File: src/rtl/id_dispatch_queue.sv
// Decode-to-execute instruction queue. It presents the head entry to execute and,
// in parallel, offers that entry to one multi-cycle functional unit.
module id_dispatch_queue #(
   parameter int  DATA_W    = 256,
   parameter int  NUM_UNITS = 3,
   parameter int  DEPTH     = 2,
   localparam int UNIT_W    = $clog2(NUM_UNITS + 1),
   localparam int CNT_W     = $clog2(DEPTH + 1)
) (
   input  logic                 clk,
   input  logic                 reset,
   input  logic                 flush,
   input  logic                 valid_in,
   output logic                 ready_out,
   input  logic [DATA_W-1:0]    payload_in,
   input  logic [UNIT_W-1:0]    unit_sel_in,
   input  logic                 exc_pend_in,
   input  logic                 serialize_in,
   output logic                 valid_out,
   input  logic                 ready_in,
   output logic [DATA_W-1:0]    payload_out,
   output logic                 exc_pend_out,
   output logic [NUM_UNITS-1:0] unit_valid_out,
   input  logic [NUM_UNITS-1:0] unit_ready_in,
   output logic [CNT_W-1:0]     count_out,
   output logic                 serial_busy
);

   localparam int PTR_W = (DEPTH > 1) ? $clog2(DEPTH) : 1;

   logic [DATA_W-1:0] payload_mem [DEPTH];
   logic [UNIT_W-1:0] unit_mem [DEPTH];
   logic [DEPTH-1:0]  exc_mem;
   logic [DEPTH-1:0]  ser_mem;
   logic [DEPTH-1:0]  done_mem;
   logic [DEPTH-1:0]  occ;
   logic [PTR_W-1:0]  head;
   logic [PTR_W-1:0]  tail;
   logic [CNT_W-1:0]  count;

   logic              push;
   logic              pop;
   logic              unit_fire;
   logic              not_empty;
   logic [UNIT_W-1:0] unit_sel_norm;
   logic [UNIT_W-1:0] head_unit;
   logic              head_exc;
   logic              head_done;

   // Wraps explicitly, so non-power-of-two depths work
   function automatic logic [PTR_W-1:0] next_ptr(input logic [PTR_W-1:0] p);
      return (p == PTR_W'(DEPTH - 1)) ? '0 : p + 1'b1;
   endfunction

   // Selects beyond the last unit mean "no unit"; only reachable if UNIT_W has spare codes
   generate
      if ((2 ** UNIT_W) - 1 > NUM_UNITS) begin : g_norm
         assign unit_sel_norm = (unit_sel_in > UNIT_W'(NUM_UNITS)) ? '0 : unit_sel_in;
      end else begin : g_pass
         assign unit_sel_norm = unit_sel_in;
      end
   endgenerate

   assign not_empty   = (count != '0);
   assign serial_busy = |(occ & ser_mem);
   assign ready_out   = (count < CNT_W'(DEPTH)) && !serial_busy && !flush;
   assign valid_out   = not_empty && !flush;
   assign push        = valid_in && ready_out;
   assign pop         = valid_out && ready_in;

   assign head_unit = unit_mem[head];
   assign head_exc  = exc_mem[head];
   assign head_done = done_mem[head];

   assign payload_out  = not_empty ? payload_mem[head] : '0;
   assign exc_pend_out = not_empty && head_exc;
   assign count_out    = count;

   always_comb begin
      unit_valid_out = '0;
      for (int k = 0; k < NUM_UNITS; k++)
         unit_valid_out[k] = valid_out && !head_exc && !head_done &&
                             (head_unit == UNIT_W'(k + 1));
   end

   assign unit_fire = |(unit_valid_out & unit_ready_in);

   // Payload storage is left unreset; it is masked whenever the queue is empty
   always_ff @(posedge clk) begin
      if (push)
         payload_mem[tail] <= payload_in;
   end

   always_ff @(posedge clk or posedge reset) begin
      if (reset) begin
         head     <= '0;
         tail     <= '0;
         count    <= '0;
         occ      <= '0;
         exc_mem  <= '0;
         ser_mem  <= '0;
         done_mem <= '0;
         for (int i = 0; i < DEPTH; i++)
            unit_mem[i] <= '0;
      end else if (flush) begin
         head     <= '0;
         tail     <= '0;
         count    <= '0;
         occ      <= '0;
         done_mem <= '0;
      end else begin
         if (unit_fire)
            done_mem[head] <= 1'b1;
         if (pop) begin
            occ[head] <= 1'b0;
            head      <= next_ptr(head);
         end
         if (push) begin
            occ[tail]      <= 1'b1;
            unit_mem[tail] <= unit_sel_norm;
            exc_mem[tail]  <= exc_pend_in;
            ser_mem[tail]  <= serialize_in;
            done_mem[tail] <= 1'b0;
            tail           <= next_ptr(tail);
         end
         if (push && !pop)
            count <= count + 1'b1;
         else if (pop && !push)
            count <= count - 1'b1;
      end
   end

endmodule

File: config.mk
export PLATFORM = sky130hd
export DESIGN_NAME = id_dispatch_queue
export DESIGN_NICKNAME = d
export VERILOG_FILES = /design/src/rtl/id_dispatch_queue.sv
export SDC_FILE = /design/constraint.sdc
export NUM_CORES = 1
export LEC_CHECK = 0
export CORE_ASPECT_RATIO = 1.4
export CORE_MARGIN = 4
export CORE_UTILIZATION = 40
export DETAILED_ROUTE_END_ITERATION = 12
export PLACE_DENSITY = 0.68
export SLEW_MARGIN = 20
export SYNTH_ARGS = -nofsm -noshare
export SYNTH_HDL_FRONTEND = slang
export SYNTH_SLANG_ARGS = --single-unit
File: constraint.sdc
create_clock -name clk -period 6.75 [get_ports clk]
set_input_delay 0.675 -clock clk [delete_from_list [all_inputs] [get_ports clk]]
set_output_delay 0.675 -clock clk [all_outputs]
set_load 0.005 [all_outputs]
==> results.json, run 1 <==
{
  "crit_chain": "nor2_4 -> buf_12 -> buf_4 -> nor2_1 -> clkdlybuf4s50_1",
  "path_buf_inv": 3,
  "setup_viol": 0,
  "slew_headroom_pct": 28.3,
  "max-vdd-ir-drop_mv": 0.210,
  "slowest_delay_ns": 0.76,
  "grt-ovfl-total": 0,
  "worstMarginPinSlew_ns": 1.08,
  "utilization_pct": 56.1,
  "place_congestion": 0.794,
  "cts_resized": 0,
  "place_area_sq_um": 26000,
  "synth_top_area_share_pct": 76.7,
  "track_usage_pct": 18.0,
  "wl_per_cell_microns": 21.2,
  "io_buffers": 532,
  "async_reset_ff_share_pct": 3.03,
  "grt_pass1_vias": 12300,
  "via_per_inst": 4.85,
  "crit_family": "buffers and inverters",
  "power_mw": 7.52,
  "drv_cap": 0,
  "dr_total_vias": 11500,
  "cts_buffers": 51,
  "hp-class": "in -> async",
  "cts_tree": "yes",
  "worstPathArrival_ns": 3.57,
  "die_w_microns": 197,
  "die_area_sq_um": 53800,
  "drc_errors": 0,
  "syn_avg_cell_area_sq_um": 17.3,
  "max_freq_mhz": 236,
  "row_count": 96,
  "routed_wl_microns": 50500,
  "power_leakage_nw": 8.84,
  "io_pins": 533,
  "synth_top_area_cell": "edfxtp_1",
  "postRouteAntennaNets": 0,
  "path_clk_slew_ns": 0.06,
  "setup_tns_ns": 0,
  "status": "finished, final reports clean",
  "crit_required_ns": 6.07,
  "dp_hpwl_microns": 34200,
  "clock_latency_ns": 0.58,
  "synthesis.area_sq_um": 20000,
  "synth-seq-area-share_pct": 78.7,
  "maxSlewViolCount": 0,
  "initial_utilization_pct": 40.7,
  "nets": 1962,
  "finalHoldViolCount": 0,
  "cp_slowest_cell": "buf_4",
  "drive_above_1_share_pct": 5.04,
  "crit_path_end_kind": "primary output",
  "crit_type": "reg -> out",
  "antenna_found_initial": 18,
  "grt_first_pass_wirelength_microns": 73700,
  "synth-seq-cells": 528,
  "rsz0062_at_grt": "no",
  "grt_max_degree": 185,
  "coreArea_sq_um": 49200,
  "yosys-top-cells-area": "edfxtp_1 77%, mux2i_1 13%, nor2_1 4.9%, dfrtp_1 2.0%, buf_4 0.75%",
  "cts_buffer_depth": 3,
  "synth_flop_cell": "edfxtp_1",
  "synthCells": 1158,
  "final_cell_mix": "532 x clkdlybuf4s50_1, 512 x edfxtp_1, 261 x nor2_1",
  "finish.instance_area_sq_um": 27600,
  "area.growth.synth_to_final_pct": 37.8,
  "start_kind": "flop",
  "p_per_area_nw_per_um2": 272,
  "drt_iter0_markers": 535,
  "first_pass_iters": 5,
  "mostFrequentLayoutCell": "clkdlybuf4s50_1",
  "clock-sinks": 528,
  "yosysWarnings": 0,
  "fin_worst_skew_ns": 0.0137,
  "fin_crit_ns": 4.24,
  "syn_nets": 1426,
  "die_h_microns": 273,
  "synth_edf_count": 512,
  "clock-root-buffer": "clkbuf_16",
  "htreeDepth": 2,
  "hold_buffers": 0,
  "fin_crit_sh_pct": 62.9,
  "yosysUniqueCellTypes": 33,
  "post_cts_buffers": 0,
  "critPathMaxFanout": 184
}
-- stage by stage --
| step | std cells | hold slack (ns) | worst slack [ns] |
|---|---|---|---|
| after global placement | 2278 | 0.471 | 2.85 |
| after floorplan | 1158 | 0.458 | 1.26 |
| after detailed placement | 2278 | 0.486 | 2.78 |
| final | 2380 | 0.485 | 2.51 |
| after CTS | 2362 | 0.464 | 2.54 |
| after global routing | 2376 | 0.524 | 2.31 |
-- per-layer routing --
metal	up-vias	track usage, %	part of all wire (%)
li1	5399	-	-
met1	5631	20.2	36
met2	412	31.5	53
met3	101	4.90	6.9
met4	2	8.74	4.3
met5	-	0	0.026
-- sequential cells by signal, indices dropped and copies added (netlist names) --
| name | count |
|---|---|
| count_out | 2 |
| exc_mem | 2 |
| payload_mem | 512 |
| done_mem | 2 |
| head | 1 |
| ser_mem | 2 |
| unit_mem | 4 |
| occ | 2 |
| tail | 1 |
-- final timing paths --
path	to	slack, ns	from	cells past startpoint
setup / recovery	payload_out[216]	2.51	count_out[1]	5
hold / removal	unit_mem[3]	0.48	reset	2
setup reg to reg	payload_mem[0][216]	3.59	count_out[1]	5
hold reg to reg	unit_mem[3]	0.50	unit_mem[3]	1
max in group asynchronous	head	5.82	reset	2
min in group clk	unit_mem[3]	0.50	unit_mem[3]	1
-- worst register-to-register path: stages (launching register included) --
cell and delay (ns):
dfrtp_1 0.49, nor2_1 0.23, nand4_1 0.43, clkinvlp_4 0.27, buf_4 0.59, buf_4 0.72
-- cells in the mapped netlist, drive strengths merged, types with 2 or more instances --
master	number
a211oi	2
a21oi	2
a22oi	2
buf	45
clkbuf	14
dfrtp	16
edfxtp	512
inv	10
mux2	9
mux2i	260
nand2	2
nand3	2
nor2	262
nor3	3
nor3b	3
o2111ai	2
o21ai	5
-- kinds of logic (layout without fill, tap and decap cells) --
family | count (synthesis) | count (layout) | share of synthesized area (%)
other | 0 | 18 | 0
muxes | 269 | 269 | 13.5
DFF | 528 | 528 | 78.7
xor gates and xnor gates | 2 | 2 | 0.0874
AOI/OAI and AO/OA | 16 | 16 | 0.575
buffers and inverters | 69 | 636 | 1.76
and+or+nand+nor | 274 | 274 | 5.33
-- report_power, final --
group | switching (mW) | internal [mW]
registers | 0.0583 | 3.80
logic | 0.460 | 0.507
clock network | 1.14 | 1.56
-- cell type report --
class	instances	area, sq um
Inverter	10	48.8
Tap cell	637	797
Timing Repair Buffer	542	5470
Sequential cell	528	15800
Fill cell	3941	21600
Multi-Input combinational cell	561	3920
Clock buffer	67	1400
Antenna cell	18	45.0
Clock inverter	17	160
No activity file was read; power rests on OpenSTA's default activity.
==> inputs of run 2 (changes only) <==
- PLACE_DENSITY: 0.68 -> 0.65
- clock period: 6.75 -> 4 ns (I/O delays scaled with it)
==> results.json, run 2 (synthesis results as in run 1) <==
{
  "status": "finished, final reports clean",
  "fin_worst_skew_ns": 0.00929,
  "setup_viol": 0,
  "routed_wl_microns": 50500,
  "max_freq_mhz": 296,
  "via_per_inst": 4.85,
  "io_pins": 533,
  "clock-root-buffer": "clkbuf_16",
  "rrSetupSlack_ns": 1.49,
  "drt_iter0_markers": 483,
  "instances_no_fill": 2412,
  "grt-ovfl-total": 0,
  "crit_type": "reg -> out",
  "postRouteAntennaNets": 0,
  "ff2ff_path_depth": 5,
  "finish.instance_area_sq_um": 28000,
  "track_usage_pct": 17.8,
  "start_kind": "flop",
  "cts_buffers": 50,
  "crit_required_ns": 3.60,
  "worstPathArrival_ns": 2.98,
  "p_per_area_nw_per_um2": 459,
  "path_clk_slew_ns": 0.06,
  "power_leakage_nw": 9.10,
  "utilization_pct": 56.9,
  "drv_cap": 0,
  "fin_crit_sh_pct": 84.5,
  "setup_tns_ns": 0,
  "maxSlewViolCount": 0,
  "drc_errors": 0,
  "top_regs": "payload_mem x512, unit_mem x4",
  "io_buffers": 532,
  "nets": 1995,
  "clock-sinks": 528,
  "post_cts_buffers": 0,
  "hold_ws_ns": 0.247,
  "rsz0062_at_grt": "no",
  "htreeDepth": 2,
  "layout_setup_ws_ns": 0.620,
  "crit_chain": "buf_12 -> mux2i_2 -> nor3b_1 -> clkdlybuf4s50_1",
  "place_congestion": 0.867,
  "cts_buffer_depth": 3,
  "mostFrequentLayoutCell": "clkdlybuf4s50_1",
  "fin_crit_ns": 3.38,
  "clock_latency_ns": 0.55,
  "reg2reg_to": "done_mem[0]",
  "pre_cts_ws_ns": 1.03,
  "die_area_sq_um": 53800,
  "cts_tree": "yes",
  "grt_pass1_vias": 12300,
  "regMostFlops": "payload_mem",
  "first_pass_iters": 4,
  "drive_above_1_share_pct": 7.13,
  "cts_resized": 0,
  "place_area_sq_um": 26400,
  "critPathMaxFanout": 36,
  "slew_headroom_pct": 47.8,
  "dp_hpwl_microns": 36400,
  "die_w_microns": 197,
  "hp-class": "in -> async",
  "die_h_microns": 273,
  "power_mw": 12.9,
  "place_inst": 2312,
  "p_sw_share_pct": 21.9,
  "internal-power_mw": 10.1,
  "pwr-share-seq_pct": 50.6,
  "coreArea_sq_um": 49200,
  "initial_utilization_pct": 40.7,
  "path_buf_inv": 2,
  "finalHoldViolCount": 0,
  "row_count": 96,
  "power_switching_mw": 2.81,
  "worstMarginPinSlew_ns": 0.781,
  "hold_buffers": 0,
  "grt_max_degree": 106,
  "grt_first_pass_wirelength_microns": 73200,
  "dr_total_vias": 11700,
  "crit_family": "flip-flops",
  "cp_slowest_cell": "dfrtp_4",
  "pwr-share-comb_pct": 13.3,
  "wl_per_cell_microns": 20.9,
  "clkPwrFrac_pct": 36.1,
  "area.growth.synth_to_final_pct": 39.9,
  "r2r-start": "head",
  "antenna_found_initial": 9,
  "final_cell_mix": "532 x clkdlybuf4s50_1, 512 x edfxtp_1, 260 x nor2_1",
  "max-vdd-ir-drop_mv": 0.490,
  "slowest_delay_ns": 0.86,
  "largest_register_ffs": 512,
  "crit_path_end_kind": "primary output"
}
==> run 2: changes by cell type in the layout (fill, tap and decap cells not counted), moves of 4 or more <==
cell | previous run | this run
buf_4 | 4 | 30
clkinv_2 | 4 | 8
clkinv_1 | 7 | 13
diode_2 | 18 | 8
buf_12 | 5 | 14
==> run 2: area by class of cell <==
| cell class | count | area (sq um) |
|---|---|---|
| fill | 3942 | 21200 |
| sequential | 528 | 15800 |
| timing repair buffer | 576 | 5830 |
| multi-input combinational | 561 | 3920 |
| clock buffer | 63 | 1360 |
| tap | 637 | 797 |
| clock inverter | 29 | 265 |
| inverter | 10 | 53.8 |
| antenna | 8 | 20.0 |
==> run 2: worst max path at each step <==
stage | start | endpoint | slack (ns) | cells past startpoint
after floorplan | count_out[1] | payload_mem[0][0] | -1.10 | 4
after global placement | flush | payload_mem[0][59] | 1.08 | 6
after detailed placement | flush | payload_mem[0][59] | 1.03 | 6
after CTS | head | unit_valid_out[1] | 0.54 | 4
after global routing | head | unit_valid_out[1] | 0.46 | 4
final | head | unit_valid_out[1] | 0.62 | 4
==> run 2: power groups by stage <==
| stage | Sequential (mW) | Combinational, mW | Clock (mW) |
|---|---|---|---|
| final | 6.51 | 1.71 | 4.65 |
| after detailed placement | 6.62 | 1.73 | 0 |
| after global routing | 6.53 | 1.84 | 5.01 |
| after global placement | 6.61 | 1.72 | 0 |
| after CTS | 6.51 | 1.74 | 4.79 |
| after floorplan | 6.62 | 0.712 | 0 |
==> run 2: per-layer routing <==
layer	global-route usage, %	vias to the layer above	routed length, microns
met5	0	-	13
met4	7.30	2	2090
met3	3.82	100	3020
met2	32.9	394	27300
met1	19.6	5753	18000
li1	-	5458	-
==> inputs of run 3 (changes only) <==
- PLACE_DENSITY: 0.65 -> 0.68
- clock period: 4 -> 3 ns (I/O delays scaled with it)
==> results.json, run 3 (synthesis results as in run 1) <==
{
  "status": "finished, final reports clean",
  "max-vdd-ir-drop_mv": 0.682,
  "p_per_area_nw_per_um2": 611,
  "crit_required_ns": 2.70,
  "grt-ovfl-total": 0,
  "critPathMaxFanout": 113,
  "clkPwrFrac_pct": 36.3,
  "track_usage_pct": 17.9,
  "place_inst": 2319,
  "wl_per_cell_microns": 20.9,
  "pwr-share-comb_pct": 13.5,
  "largest_register_ffs": 512,
  "crit_path_end_kind": "primary output",
  "cts_tree": "yes",
  "hold_buffers": 0,
  "p_sw_share_pct": 22.2,
  "utilization_pct": 57.3,
  "first_pass_iters": 5,
  "r2r-start": "occ[0]",
  "clock_latency_ns": 0.55,
  "grt_max_degree": 114,
  "drt_iter0_markers": 607,
  "power_mw": 17.3,
  "cts_buffers": 49,
  "drv_cap": 0,
  "start_kind": "flop",
  "final_cell_mix": "532 x clkdlybuf4s50_1, 512 x edfxtp_1, 260 x nor2_1",
  "fin_worst_skew_ns": 0.00994,
  "grt_first_pass_wirelength_microns": 73800,
  "layout_setup_ws_ns": 0.106,
  "htreeDepth": 2,
  "initial_utilization_pct": 40.7,
  "die_area_sq_um": 53800,
  "max_freq_mhz": 346,
  "worstPathArrival_ns": 2.59,
  "worstMarginPinSlew_ns": 0.667,
  "slew_headroom_pct": 55.5,
  "io_pins": 533,
  "setup_tns_ns": 0,
  "dp_hpwl_microns": 36200,
  "clock-root-buffer": "clkbuf_16",
  "crit_type": "reg -> out",
  "nets": 2006,
  "instances_no_fill": 2425,
  "hp-class": "in -> async",
  "finalHoldViolCount": 0,
  "area.growth.synth_to_final_pct": 40.9,
  "drive_above_1_share_pct": 8.16,
  "cts_buffer_depth": 3,
  "dr_total_vias": 11800,
  "regMostFlops": "payload_mem",
  "pre_cts_ws_ns": 0.499,
  "place_congestion": 0.853,
  "die_w_microns": 197,
  "pwr-share-seq_pct": 50.2,
  "setup_viol": 0,
  "die_h_microns": 273,
  "grt_pass1_vias": 12600,
  "maxSlewViolCount": 0,
  "via_per_inst": 4.88,
  "cts_resized": 0,
  "internal-power_mw": 13.4,
  "worstSetupStartpoint": "count_out[1]",
  "row_count": 96,
  "mostFrequentLayoutCell": "clkdlybuf4s50_1",
  "clock-sinks": 528,
  "fin_crit_ns": 2.89,
  "drc_errors": 0,
  "routed_wl_microns": 50600,
  "fin_crit_sh_pct": 96.5,
  "postRouteAntennaNets": 0,
  "power_leakage_nw": 9.19,
  "top_regs": "payload_mem x512, unit_mem x4",
  "rsz0062_at_grt": "no",
  "antenna_found_initial": 13,
  "power_switching_mw": 3.83,
  "io_buffers": 532,
  "filler_cell_count": 3890,
  "path_clk_slew_ns": 0.07,
  "coreArea_sq_um": 49200
}
run 3: changes by cell type in the layout (fill, tap and decap cells not counted), sizes merged:
cell      delta
clkbuf       -4
clkinv       -3
inv          +2
buf         +12
diode        +3
clkinvlp     +2
bufinv       +1
run 3: layout make-up:
type | instances | area [sq um] | share of cell area, %
clock inverter | 31 | 325 | 1.15
clock buffer | 59 | 1310 | 4.63
inverter | 10 | 53.8 | 0.191
sequential | 528 | 15800 | 55.9
multi-input combinational | 561 | 3920 | 13.9
antenna | 11 | 27.5 | 0.0975
tap | 637 | 797 | 2.82
timing repair buffer | 588 | 6020 | 21.3
run 3: worst max-delay path, cell delays in order (launching register included):
cell	delay, ns
dfrtp_1	0.60
nor2_4	0.09
buf_12	0.23
nor2_1	0.39
clkdlybuf4s50_1	0.58
run 3: worst paths after layout:
kind	endpoint	slack, ns	cells after the start
max in group asynchronous	head	2.36	2
setup reg to reg	payload_mem[1][205]	0.83	6
hold reg to reg	unit_mem[1]	0.49	1
min in group clk	payload_mem[1][233]	0.32	1
setup / recovery	payload_out[95]	0.11	4
hold / removal	head	0.15	2
run 3: repair_timing:
item | 4_1_cts | 5_1_grt
pin swaps | 0 | 0
buffers inserted | 1 | 4
endpoints found under the setup margin | 13 | 4
run 3: through the flow:
stage          hold slack (ns)  cell area (sq um)
4_1_cts                  0.130              28200
3_3_place_gp             0.471              26500
5_1_grt                  0.175              28200
2_1_floorplan            0.214              20100
3_5_place_dp             0.485              26500
6_report                 0.151              28200
run 3: metal layers:
metal  part of all wire [%]  track usage (%)  up-vias
met3                    6.2             3.96       87
li1                       -                -     5484
met5                  0.079                0        -
met4                    3.3             7.67        4
met2                     56             33.9      402
met1                     35             18.9     5860
run 3: power groups by stage:
stage / Sequential, mW / Clock, mW / Combinational, mW
after floorplan: 8.82 / 0 / 0.948
after global placement: 8.80 / 0 / 2.31
after detailed placement: 8.82 / 0 / 2.34
after CTS: 8.66 / 6.42 / 2.36
after global routing: 8.68 / 6.74 / 2.50
final: 8.66 / 6.27 / 2.33
==> edit 1: new RTL, flow settings as in run 3 <==
Register the output `count_out` once more, cleared by the reset; this adds one clock of latency there. The other outputs are not delayed to match.
--- a/src/rtl/id_dispatch_queue.sv
+++ b/src/rtl/id_dispatch_queue.sv
@@ -74,7 +74,13 @@
 
    assign payload_out  = not_empty ? payload_mem[head] : '0;
    assign exc_pend_out = not_empty && head_exc;
-   assign count_out    = count;
+   always_ff @(posedge clk or posedge reset) begin
+      if (reset) begin
+         count_out <= '0;
+      end else begin
+         count_out <= count;
+      end
+   end
 
    always_comb begin
       unit_valid_out = '0;
Check against the original RTL: not equivalent (Yosys sat finds a counterexample within 4 cycles, from zero or initial values and one cycle with reset high).
==> edit 1 against run 3 <==
  * Final area down 0.41%
  * Clock skew grew 0.0028 ns
  * Sequential share of layout area grew 0.41 points
  * Synthesized area rose by 0.31%
  * Wire length increased by 3.3%
  * Total power shrank 1.8%
  * Worst setup slack better by 0.023 ns
  * Sequential cell count up 2
==> edit 1: results (changes against run 3) <==
| Metric | Value |
|---|---|
| Outcome | completed |
| Post-Route WL | 52300 µm (+3.3%) |
| Leakage | 9.10 nW (-0.91%) |
| Fraction of layout cells with a size suffix above 1 | 0.0772 (-0.00437) |
| Inverter count | 5 (-5) |
| ClkCell Share | 0.0542 (-0.00359) |
| Antenna cells | 6 (-5) |
| Worst-case vdd ir drop | 0.514 mV (-25%) |
| Post-cts sizing count | 5 (+5) |
| Clock Buffer Count | 61 (+3.4%) |
| Mapped Cells | 1162 (+0.35%) |
| Mux share of post-synthesis cell area | 0.135 (-0.000607) |
| CP max-delay cell | clkdlybuf4s50_1 |
| Placed insts | 2306 (-0.56%) |
| Async SR Flop Fraction | 0.0340 (+0.00366) |
| Setup WS pre-CTS | 0.545 ns (+0.0460 ns) |
| Syn nets | 1430 (+0.28%) |
| Most common library cells after synthesis | edfxtp_1, nor2_1, mux2i_1 |
| GR Layer Usage met3 | 0.0446 (+0.00498) |
| Synth unique cells | 31 (-6.1%) |
| Met2 WL | 28300 µm (about the same) |
| Fraction of area in multi-input gates | 0.142 (+0.00298) |
| Initial antenna violation count | 9 (-4) |
| Max incr delay on CP | 0.47 ns (-0.13 ns) |
| Fin cells | 2404 (-0.87%) |
| Leading cell types by total area after synthesis | edfxtp_1, mux2i_1, nor2_1, dfrtp_1, buf_2 |
| Placed Instance Area | 0.0264 mm² (-0.29%) |
| Syn Std Cell Area | 0.0201 mm² (+0.31%) |
| Clk Latency, worst-skew pair | 0.57 ns (+0.02 ns) |
| First-pass GRT wire length | 75100 µm (+1.8%) |
| Grt met2 use | 0.336 (-0.00315) |
| CP Max Fanout | 86 (-24%) |
| Area of the multi-input gates | 0.00399 mm² (+1.7%) |
| GR Layer Usage met1 | 0.207 (+0.0171) |
| Pre-antenna DRT Iters | 4 (-1) |
| # Post-CTS Setup Buffers | 0 (-1) |
| Post-synthesis xor/xnor area fraction | 0.000872 (-0.00000272) |
| DR iter-0 viols | 582 (-4.1%) |
| Vias in the first global route | 12500 (-0.65%) |
| Gpl congestion | 0.830 (-2.7%) |
| Worst-margin pin slew | 0.727 ns (+0.0602 ns) |
| Clock Skew | 0.0128 ns (+0.00284 ns) |
| Tot GR Track Use | 0.183 (+0.00354) |
| Post-synthesis sequential area ratio | 0.787 (about the same) |
| Non-clock buffer share | 0.211 (-0.00219) |
| Arrival time of the worst setup path | 2.57 ns (-0.02 ns) |
| Multi-input gate count | 567 (+1.1%) |
| Largest net degree at the start of global routing | 102 (-11%) |
edit 1: cell count changes after synthesis, sizes merged, moves of 3 or more:
| cell | run 3 | this run |
|---|---|---|
| nor3b | 3 | 0 |
| nand2 | 2 | 5 |
| buf | 45 | 49 |
| clkbuf | 14 | 11 |
| nand3b | 1 | 5 |
| inv | 10 | 5 |
edit 1: final timing paths:
check	cells past startpoint	from	end	slack, ns
max	5	head	payload_out[180]	0.13
min	2	reset	exc_mem[1]	0.17
max reg2reg	5	ser_mem[0]	payload_mem[0][61]	0.79
min reg2reg	1	ser_mem[1]	ser_mem[1]	0.51
max in group asynchronous	2	reset	head	2.30
min in group clk	1	payload_in[82]	payload_mem[1][82]	0.31
edit 1: report_power, final:
| group | switching, W | internal [W] |
|---|---|---|
| Sequential | 0.000123 | 0.00857 |
| Clock | 0.00258 | 0.00334 |
| Combinational | 0.00109 | 0.00124 |
==> edit 2: new RTL, flow settings as in run 3 <==
Without the edit above. The parameter `NUM_UNITS` goes from 3 to 2.
--- a/src/rtl/id_dispatch_queue.sv
+++ b/src/rtl/id_dispatch_queue.sv
@@ -2,7 +2,7 @@
 // in parallel, offers that entry to one multi-cycle functional unit.
 module id_dispatch_queue #(
    parameter int  DATA_W    = 256,
-   parameter int  NUM_UNITS = 3,
+   parameter int  NUM_UNITS = 2,
    parameter int  DEPTH     = 2,
    localparam int UNIT_W    = $clog2(NUM_UNITS + 1),
    localparam int CNT_W     = $clog2(DEPTH + 1)
Ports: changed (resized unit_ready_in and unit_valid_out); port bits go from 533 to 531. No check against the original RTL was run, so the function may have changed too.
==> edit 2 against run 3 <==
  * Sequential share of layout area rose by 0.29 points
  * Global-route usage rose by 0.11 points
  * Utilization fell by 1.0 points
  * Wire length rose by 0.59%
  * Register-to-register slack improved by 0.12 ns
  * Synthesized area rose by 0.43%
  * Final area fell by 0.51%
  * Worst setup slack got worse by 0.016 ns
  * Clock power fell by 3.7%
  * Fmax fell by 0.55%
  * Clock skew rose by 0.00087 ns
  * Die area rose by 0.41%
  * Total power rose by 0.60%
  * Sequential cell count did not move
  * Critical path type unchanged
==> edit 2: results (changes against run 3) <==
| Metric | Value |
|---|---|
| Outcome | completed |
| Clk buf depth | 3 (unchanged) |
| Post-synthesis sequential area ratio | 0.784 (-0.00338) |
| DPL Wire Length | 35900 µm (-0.77%) |
| Post-synthesis xor/xnor area fraction | 0.000871 (-0.00000375) |
| DR iter-0 viols | 557 (-8.2%) |
| Final Hold Vio Count | 0 (unchanged) |
| Vias in the first global route | 12600 (+0.57%) |
| Internal | 0.0134 W (about the same) |
| Root Buffer | clkbuf_16 |
| Clk Latency, worst-skew pair | 0.57 ns (+0.02 ns) |
| Arrival time of the worst setup path | 2.61 ns (+0.02 ns) |
| Sw Pwr | 0.00394 W (+2.8%) |
| Mux share of post-synthesis cell area | 0.129 (-0.00568) |
| DR vias | 11900 (+0.45%) |
| Leading cell types by total area after synthesis | edfxtp_1, mux2i_1, nor2_1, dfrtp_1, buf_4 |
| Fin cells | 2432 (+0.29%) |
| Fillers | 3886 (-0.10%) |
| Worst-case vdd ir drop | 0.467 mV (-31%) |
| Syn nets | 1441 (+1.1%) |
| Number of H-tree levels | 2 (unchanged) |
| CP Max Fanout | 131 (+16%) |
| Leakage | 9.29 nW (+1.1%) |
| Most common library cells after synthesis | edfxtp_1, nor2_1, mux2i_1 |
| Clock Skew | 0.0108 ns (+0.000871 ns) |
| Placed insts | 2330 (+0.47%) |
| Top Registers | payload_mem: 512 flops, unit_mem: 4 flops |
| Pre-antenna DRT Iters | 4 (-1) |
| PortBufs | 530 (-0.38%) |
| First-pass GRT wire length | 74400 µm (+0.75%) |
| Tot GR Track Use | 0.180 (+0.00108) |
| Mapped Cells | 1174 (+1.4%) |
| Synth unique cells | 34 (+3.0%) |
| Drt wl/cell | 20.9 µm (+0.30%) |
| Gpl congestion | 0.807 (-5.4%) |
| Compound-Gate Fraction of Synth Area | 0.00690 (+0.00116) |
| Clk pwr share | 0.348 (-0.015) |
| Fraction of layout cells with a size suffix above 1 | 0.0675 (-0.0141) |
| Sequential share of power | 0.500 (-0.002) |
| FF-to-FF Start | occ[0] |
| Largest net degree at the start of global routing | 132 (+16%) |
| Worst-margin pin slew | 0.697 ns (+0.0297 ns) |
edit 2: layer usage:
| layer | part of all wire | global-route usage | vias up |
|---|---|---|---|
| li1 | - | - | 5506 |
| met1 | 0.36 | 0.201 | 5887 |
| met2 | 0.53 | 0.322 | 391 |
| met3 | 0.068 | 0.0486 | 102 |
| met4 | 0.038 | 0.0799 | 4 |
| met5 | 0.00067 | 0 | - |
edit 2: final timing paths:
kind	endpoint	slack (ns)	depth (start not counted)
setup / recovery	payload_out[82]	0.09	4
min in group clk	payload_mem[0][26]	0.31	1
setup reg to reg	payload_mem[0][249]	0.95	4
max in group asynchronous	head	2.37	2
hold / removal	unit_mem[0]	0.14	2
hold reg to reg	exc_mem[1]	0.51	2
edit 2: stage by stage:
| stage | setup WS (ns) | instance area, µm² | setup TNS (ns) |
|---|---|---|---|
| global route | -0.0213 | 28100 | -0.0647 |
| floorplan | -1.89 | 20100 | -490.46 |
| CTS | 0.0707 | 28000 | 0 |
| detailed placement | 0.490 | 26500 | 0 |
| finish | 0.0903 | 28100 | 0 |
| global placement | 0.514 | 26500 | 0 |
edit 2: area by class of cell:
type / instances / area share
diodes: 11 / 0.000980
inverters: 6 / 0.00138
well taps: 643 / 0.0286
clock buffers: 62 / 0.0469
multi-input cells: 580 / 0.141
repair buffers: 574 / 0.210
flip-flops and latches: 528 / 0.562
clock inverters: 28 / 0.00864
edit 2: logic make-up (layout without fill, tap and decap cells):
group | Yosys count | in the layout
AOI/OAI and AO/OA | 19 | 19
xor gates and xnor gates | 2 | 2
buffers and inverters | 66 | 670
DFF | 528 | 528
muxes | 260 | 260
other | 0 | 11
and+or+nand+nor | 299 | 299
edit 2: what timing repair did:
action                     4_1_cts  5_1_grt
gates cloned                     0        0
setup endpoints to repair        6        1
setup buffers                    1        0
gates resized for setup          0        1
